<file path="src/rtl/i2c_scl_generator.sv">
// I2C SCL timing generator: programmable period, idle release, mid-low/mid-high/fall strobes.
// Optional slave clock-stretching is compiled in when I2C_CLK_STRETCH_EN is defined.
module i2c_scl_generator #(
  parameter int unsigned CNT_W          = 21,
  parameter int unsigned DEFAULT_PERIOD = 1000,
  parameter int unsigned MIN_PERIOD     = 16
) (
  input  logic             clock,
  input  logic             reset,
  input  logic             enable,
  input  logic [CNT_W-1:0] period_in,
  input  logic             scl_in,
  output logic             scl,
  output logic             cl_low,
  output logic             cl_high,
  output logic             cl_fall,
  output logic             stretched,
  output logic             busy
);

  typedef enum logic [1:0] {S_IDLE, S_RUN, S_HOLD} state_t;

  localparam logic [CNT_W-1:0] ONE   = CNT_W'(1);
  localparam logic [CNT_W-1:0] MIN_P = CNT_W'(MIN_PERIOD);

  state_t           state, state_nxt;
  logic [CNT_W-1:0] cnt, cnt_nxt, per, per_nxt;
  logic [CNT_W-1:0] half, quarter, last_cnt, rise_cnt, low_pt, high_pt, period_req;
  logic             scl_nxt, stretch_nxt, cl_low_nxt, cl_high_nxt, cl_fall_nxt;
  logic             hold_req, scl_sync;

  assign half       = per >> 1;
  assign quarter    = per >> 2;
  assign last_cnt   = per - ONE;
  assign rise_cnt   = half - ONE;
  assign low_pt     = half - quarter;
  assign high_pt    = half + quarter;
  assign period_req = (period_in < MIN_P) ? MIN_P : period_in;

`ifdef I2C_CLK_STRETCH_EN
  logic scl_meta, scl_sync_q;

  always_ff @(posedge clock) begin
    if (reset) begin
      scl_meta   <= 1'b1;
      scl_sync_q <= 1'b1;
    end else begin
      scl_meta   <= scl_in;
      scl_sync_q <= scl_meta;
    end
  end

  // Checked two cycles after the rise so the synchroniser has seen our own release.
  assign scl_sync = scl_sync_q;
  assign hold_req = (cnt == half + CNT_W'(2)) && !scl_sync_q;
`else
  logic unused_scl_in;
  assign unused_scl_in = scl_in;
  assign scl_sync      = 1'b1;
  assign hold_req      = 1'b0;
`endif

  always_comb begin
    state_nxt   = state;
    cnt_nxt     = cnt;
    per_nxt     = per;
    scl_nxt     = scl;
    stretch_nxt = 1'b0;
    if (!enable) begin
      state_nxt = S_IDLE;
      cnt_nxt   = '0;
      per_nxt   = period_req;
      scl_nxt   = 1'b1;
    end else begin
      case (state)
        S_IDLE: begin
          state_nxt = S_RUN;
          cnt_nxt   = '0;
          scl_nxt   = 1'b0;
        end
        S_RUN: begin
          if (cnt == last_cnt) begin
            cnt_nxt = '0;
            per_nxt = period_req;
            scl_nxt = 1'b0;
          end else if (hold_req) begin
            state_nxt   = S_HOLD;
            stretch_nxt = 1'b1;
          end else begin
            cnt_nxt = cnt + ONE;
            if (cnt == rise_cnt) scl_nxt = 1'b1;
          end
        end
        S_HOLD: begin
          if (scl_sync) begin
            state_nxt = S_RUN;
            cnt_nxt   = cnt + ONE;
          end else begin
            stretch_nxt = 1'b1;
          end
        end
        default: state_nxt = S_IDLE;
      endcase
    end
    // Strobes are keyed on the upcoming count so they line up with the registered cnt.
    cl_fall_nxt = enable && (cnt_nxt == '0);
    cl_low_nxt  = enable && (cnt_nxt == low_pt);
    cl_high_nxt = enable && (cnt_nxt == high_pt);
  end

  always_ff @(posedge clock) begin
    if (reset) begin
      state     <= S_IDLE;
      cnt       <= '0;
      per       <= CNT_W'(DEFAULT_PERIOD);
      scl       <= 1'b0;
      cl_low    <= 1'b0;
      cl_high   <= 1'b0;
      cl_fall   <= 1'b0;
      stretched <= 1'b0;
      busy      <= 1'b0;
    end else begin
      state     <= state_nxt;
      cnt       <= cnt_nxt;
      per       <= per_nxt;
      scl       <= scl_nxt;
      cl_low    <= cl_low_nxt;
      cl_high   <= cl_high_nxt;
      cl_fall   <= cl_fall_nxt;
      stretched <= stretch_nxt;
      busy      <= enable;
    end
  end

endmodule

</file>
<file path="config.mk">
export PLATFORM = sky130hd
export DESIGN_NAME = i2c_scl_generator
export DESIGN_NICKNAME = d
export VERILOG_FILES = /design/src/rtl/i2c_scl_generator.sv
export SDC_FILE = /design/constraint.sdc
export NUM_CORES = 1
export LEC_CHECK = 0
export BUFFER_PORTS_ARGS = -buffer_cell sky130_fd_sc_hd__buf_2
export CAP_MARGIN = 0
export CORE_MARGIN = 2
export CORE_UTILIZATION = 50
export CTS_BUF_LIST = sky130_fd_sc_hd__clkbuf_16
export CTS_CLUSTER_SIZE = 8
export DETAILED_ROUTE_END_ITERATION = 8
export PLACE_DENSITY = 0.63
export SYNTH_ARGS = -nofsm -noshare
export SYNTH_HDL_FRONTEND = slang
export SYNTH_SLANG_ARGS = --single-unit
</file>
<file path="constraint.sdc">
create_clock -name clock -period 10.4 [get_ports clock]
set_input_delay 2.08 -clock clock [delete_from_list [all_inputs] [get_ports clock]]
set_output_delay 2.08 -clock clock [all_outputs]
set_load 0.1 [all_outputs]
</file>
==> flow_summary_export.csv <==
group,metric,value,unit
global_route,grt_max_degree,25,
die,initial_core_util,50.9,%
worst_setup_path,critPathMostFrequentCell,"or4_1",
sta,fin_setup_tns,0,ns
routing,detail-route-antenna-nets,0,
power_and_ir_drop,leakage,2.55,nW
global_route,grt.overflow.total,0,
worst_setup_path,slowest_stage,"nor4bb_1",
worst_setup_path,crit_path_cell_trace,"inv_1 -> ha_1 -> and4_1 -> xnor2_1 -> nor4_1 -> o2111ai_1 -> nor4bb_1 -> nand2b_1 -> mux2i_1 -> or4_1 -> or4_1 -> a2111oi_2",
global_route,grt_pass1_wl,33100,um
global_route,grt_pass1_vias,6047,
clock_tree,cts-resized-gates,0,
logic_synthesis,yosysWarnings,0,
finish,diodes,0,
finish,multi_input_area,5050,um^2
logic_synthesis,synth-main-ff-cell,"dfxtp_1",
sta,final.period_utilization,50.8,%
routing,drtIter0Drc,635,
finish,syn2layout_area_growth,5.85,%
logic_synthesis,netlist_instances,855,
sta,worst_slew_pin_slew,1.01,ns
sta,rsz0062_at_grt,"no",
routing,routedWlPerCell,20.8,um
logic_synthesis,syn_area,6370,um^2
logic_synthesis,synth_top_area_share,15.1,%
global_route,grt_usage,32.0,%
routing,via_per_inst,6.20,
finish,num-nets-final,942,
worst_setup_path,slowest_delay,0.82,ns
clock_tree,clockBufferDepth,2,
finish,fill_cells,1289,
logic_synthesis,ys_types,79,
sta,fin_worst_skew,0.00936,ns
sta,setup_viol,0,
hold_path,min_path_type,"flop to flop",
routing,postRouteWirelength,21300,um
logic_synthesis,synth-seq-area-share,15.1,%
finish,regArea,961,um^2
die,die_w,117,um
sta,max_freq,189,MHz
logic_synthesis,ys_top_cells_by_count,"82 x xnor2_1, 79 x nand2_1, 65 x nor2_1",
clock_tree,root_buffer,"clkbuf_16",
hold_path,hold_start,"per[1]$_SDFFE_PP0P_",
worst_setup_path,r2r-start,"per[3]$_SDFFE_PP1P_",
place,gp_congestion,0.988,
worst_setup_path,end_kind,"flop",
run_status,status,"completed",
clock_tree,cts_tree,"built",
routing,drtPass1Iterations,5,
sta,finalWorstSetupSlack,5.12,ns
global_route,antenna_found_initial,0,
logic_synthesis,ys_top_cells_by_area,"dfxtp_1 15%, ha_1 12%, xnor2_1 11%",
worst_setup_path,critPathKind,"flop to flop",
worst_setup_path,start_kind,"flop",
sta,slew-limit-headroom,32.4,%
logic_synthesis,avgSynthCellArea,7.45,um^2
run,max-cap-violations,0,
die,core-area,12500,um^2
place,pre_cts_slack,5.22,ns
sta,finalHoldViolations,0,
logic_synthesis,syn_nets,945,
clock_tree,htree_levels,2,
routing,drc,0,
place,hpwl,17100,um
routing,vias,6360,
sta,fin_crit,5.28,ns
clock_tree,cts_sinks,48,
logic_synthesis,synth_seq_cells,48,
die,die-area,13700,um^2
logic_synthesis,synth.most_common_cell,"xnor2_1",
logic_synthesis,synth_edf_count,0,
finish,drive_above_1_share,6.80,%
worst_setup_path,critPathLaunch,"per[3]$_SDFFE_PP1P_",
clock_tree,cts_hold_buf,0,
power_and_ir_drop,powerDensity,99.2,nW/um^2
die,num_io_pins,31,
worst_setup_path,crit_fanout,8,
power_and_ir_drop,irDropWorstVdd,68.4,uV
die,die_h,117,um
clock_tree,worstSkewPairLatency,0.30,ns
place,io_buffers,28,
worst_setup_path,crit_arrival,5.45,ns
die,row_count,41,
worst_setup_path,crit_required,10.58,ns
sta,drv_slew,0,
clock_tree,postCtsSetupBuffers,0,
logic_synthesis,async_flop_share,0,%
logic_synthesis,yosys.area.top_type,"dfxtp_1",
clock_tree,clkSlewWorstSetupHoldPaths,0.07,ns
clock_tree,numCtsBuffers,5,
-- per-stage QoR --
stage	utilization [%]	cells	power (mW)	hold WS, ns	cell area [um^2]
6_report	53.9	1025	0.669	0.528	6750
2_1_floorplan	-	855	0.410	0.473	6370
3_5_place_dp	52.6	1017	0.479	0.512	6580
3_3_place_gp	52.6	1017	0.475	0.501	6580
4_1_cts	53.9	1025	0.667	0.521	6750
5_1_grt	53.9	1025	0.705	0.562	6750
-- power breakdown --
group | internal (mW) | switching, mW | total [mW]
Clock | 0.113 | 0.0734 | 0.186
Sequential | 0.190 | 0.0145 | 0.204
Combinational | 0.108 | 0.170 | 0.279
-- cell families (layout without fill, tap and decap cells) --
group	Yosys count	in the layout	share of synthesized area, %
AOI/OAI and AO/OA	188	188	20.0
buffers and inverters	90	88	5.73
DFF	48	48	15.1
muxes	5	5	0.824
xor gates and xnor gates	123	123	17.3
adders and majority gates	65	65	13.0
and+or+nand+nor	335	335	28.0
other	1	1	0.0588
-- layer usage --
metal	GRT usage, %	routed length, um
met3	2.78	1180
met5	0	0
met4	11.1	641
met2	53.3	9910
met1	43.6	9580
-- flip-flops by register name, indices dropped and copies added, names as in the netlist --
signal / flops
scl: 1
cl_high: 1
busy: 1
cl_low: 1
cl_fall: 1
per: 21
cnt: 21
state: 1
-- final timing paths --
| path | end | slack, ns | depth (start not counted) |
|---|---|---|---|
| max | cl_low$_SDFF_PP0_ | 5.12 | 12 |
| min | per[1]$_SDFFE_PP0P_ | 0.53 | 2 |
| max reg2reg | cl_low$_SDFF_PP0_ | 5.12 | 12 |
| min reg2reg | per[1]$_SDFFE_PP0P_ | 0.53 | 2 |
-- layout by cell type, fill, tap and decap left out, types with 26 or more instances in the layout --
cell type / synthesis / routed
buf_2: 4 / 28
inv_1: 47 / 47
ha_1: 63 / 63
nor2_1: 65 / 65
xnor2_1: 82 / 82
xor2_1: 39 / 39
a21oi_1: 56 / 56
nor3_1: 35 / 34
dfxtp_1: 48 / 48
nand2_1: 79 / 79
o21ai_0: 26 / 26
-- area by class of cell --
class / count / share of cell area (%)
multi-input combinational: 717 / 74.9
sequential: 48 / 14.2
tap: 172 / 3.19
inverter: 48 / 2.67
timing repair buffer: 32 / 2.52
clock buffer: 5 / 1.85
clock inverter: 3 / 0.631
-- worst max-delay path: cells and delay by family (launching register included) --
family          cells  cell delay, ns
compound gates      2            0.63
flops               1            0.53
mux                 1            0.18
xor+xnor            1            0.16
fa+ha+maj           1            0.35
simple gates        6            3.08
buf+inv             1            0.24
Note: power is estimated with default switching activity, not from simulation.
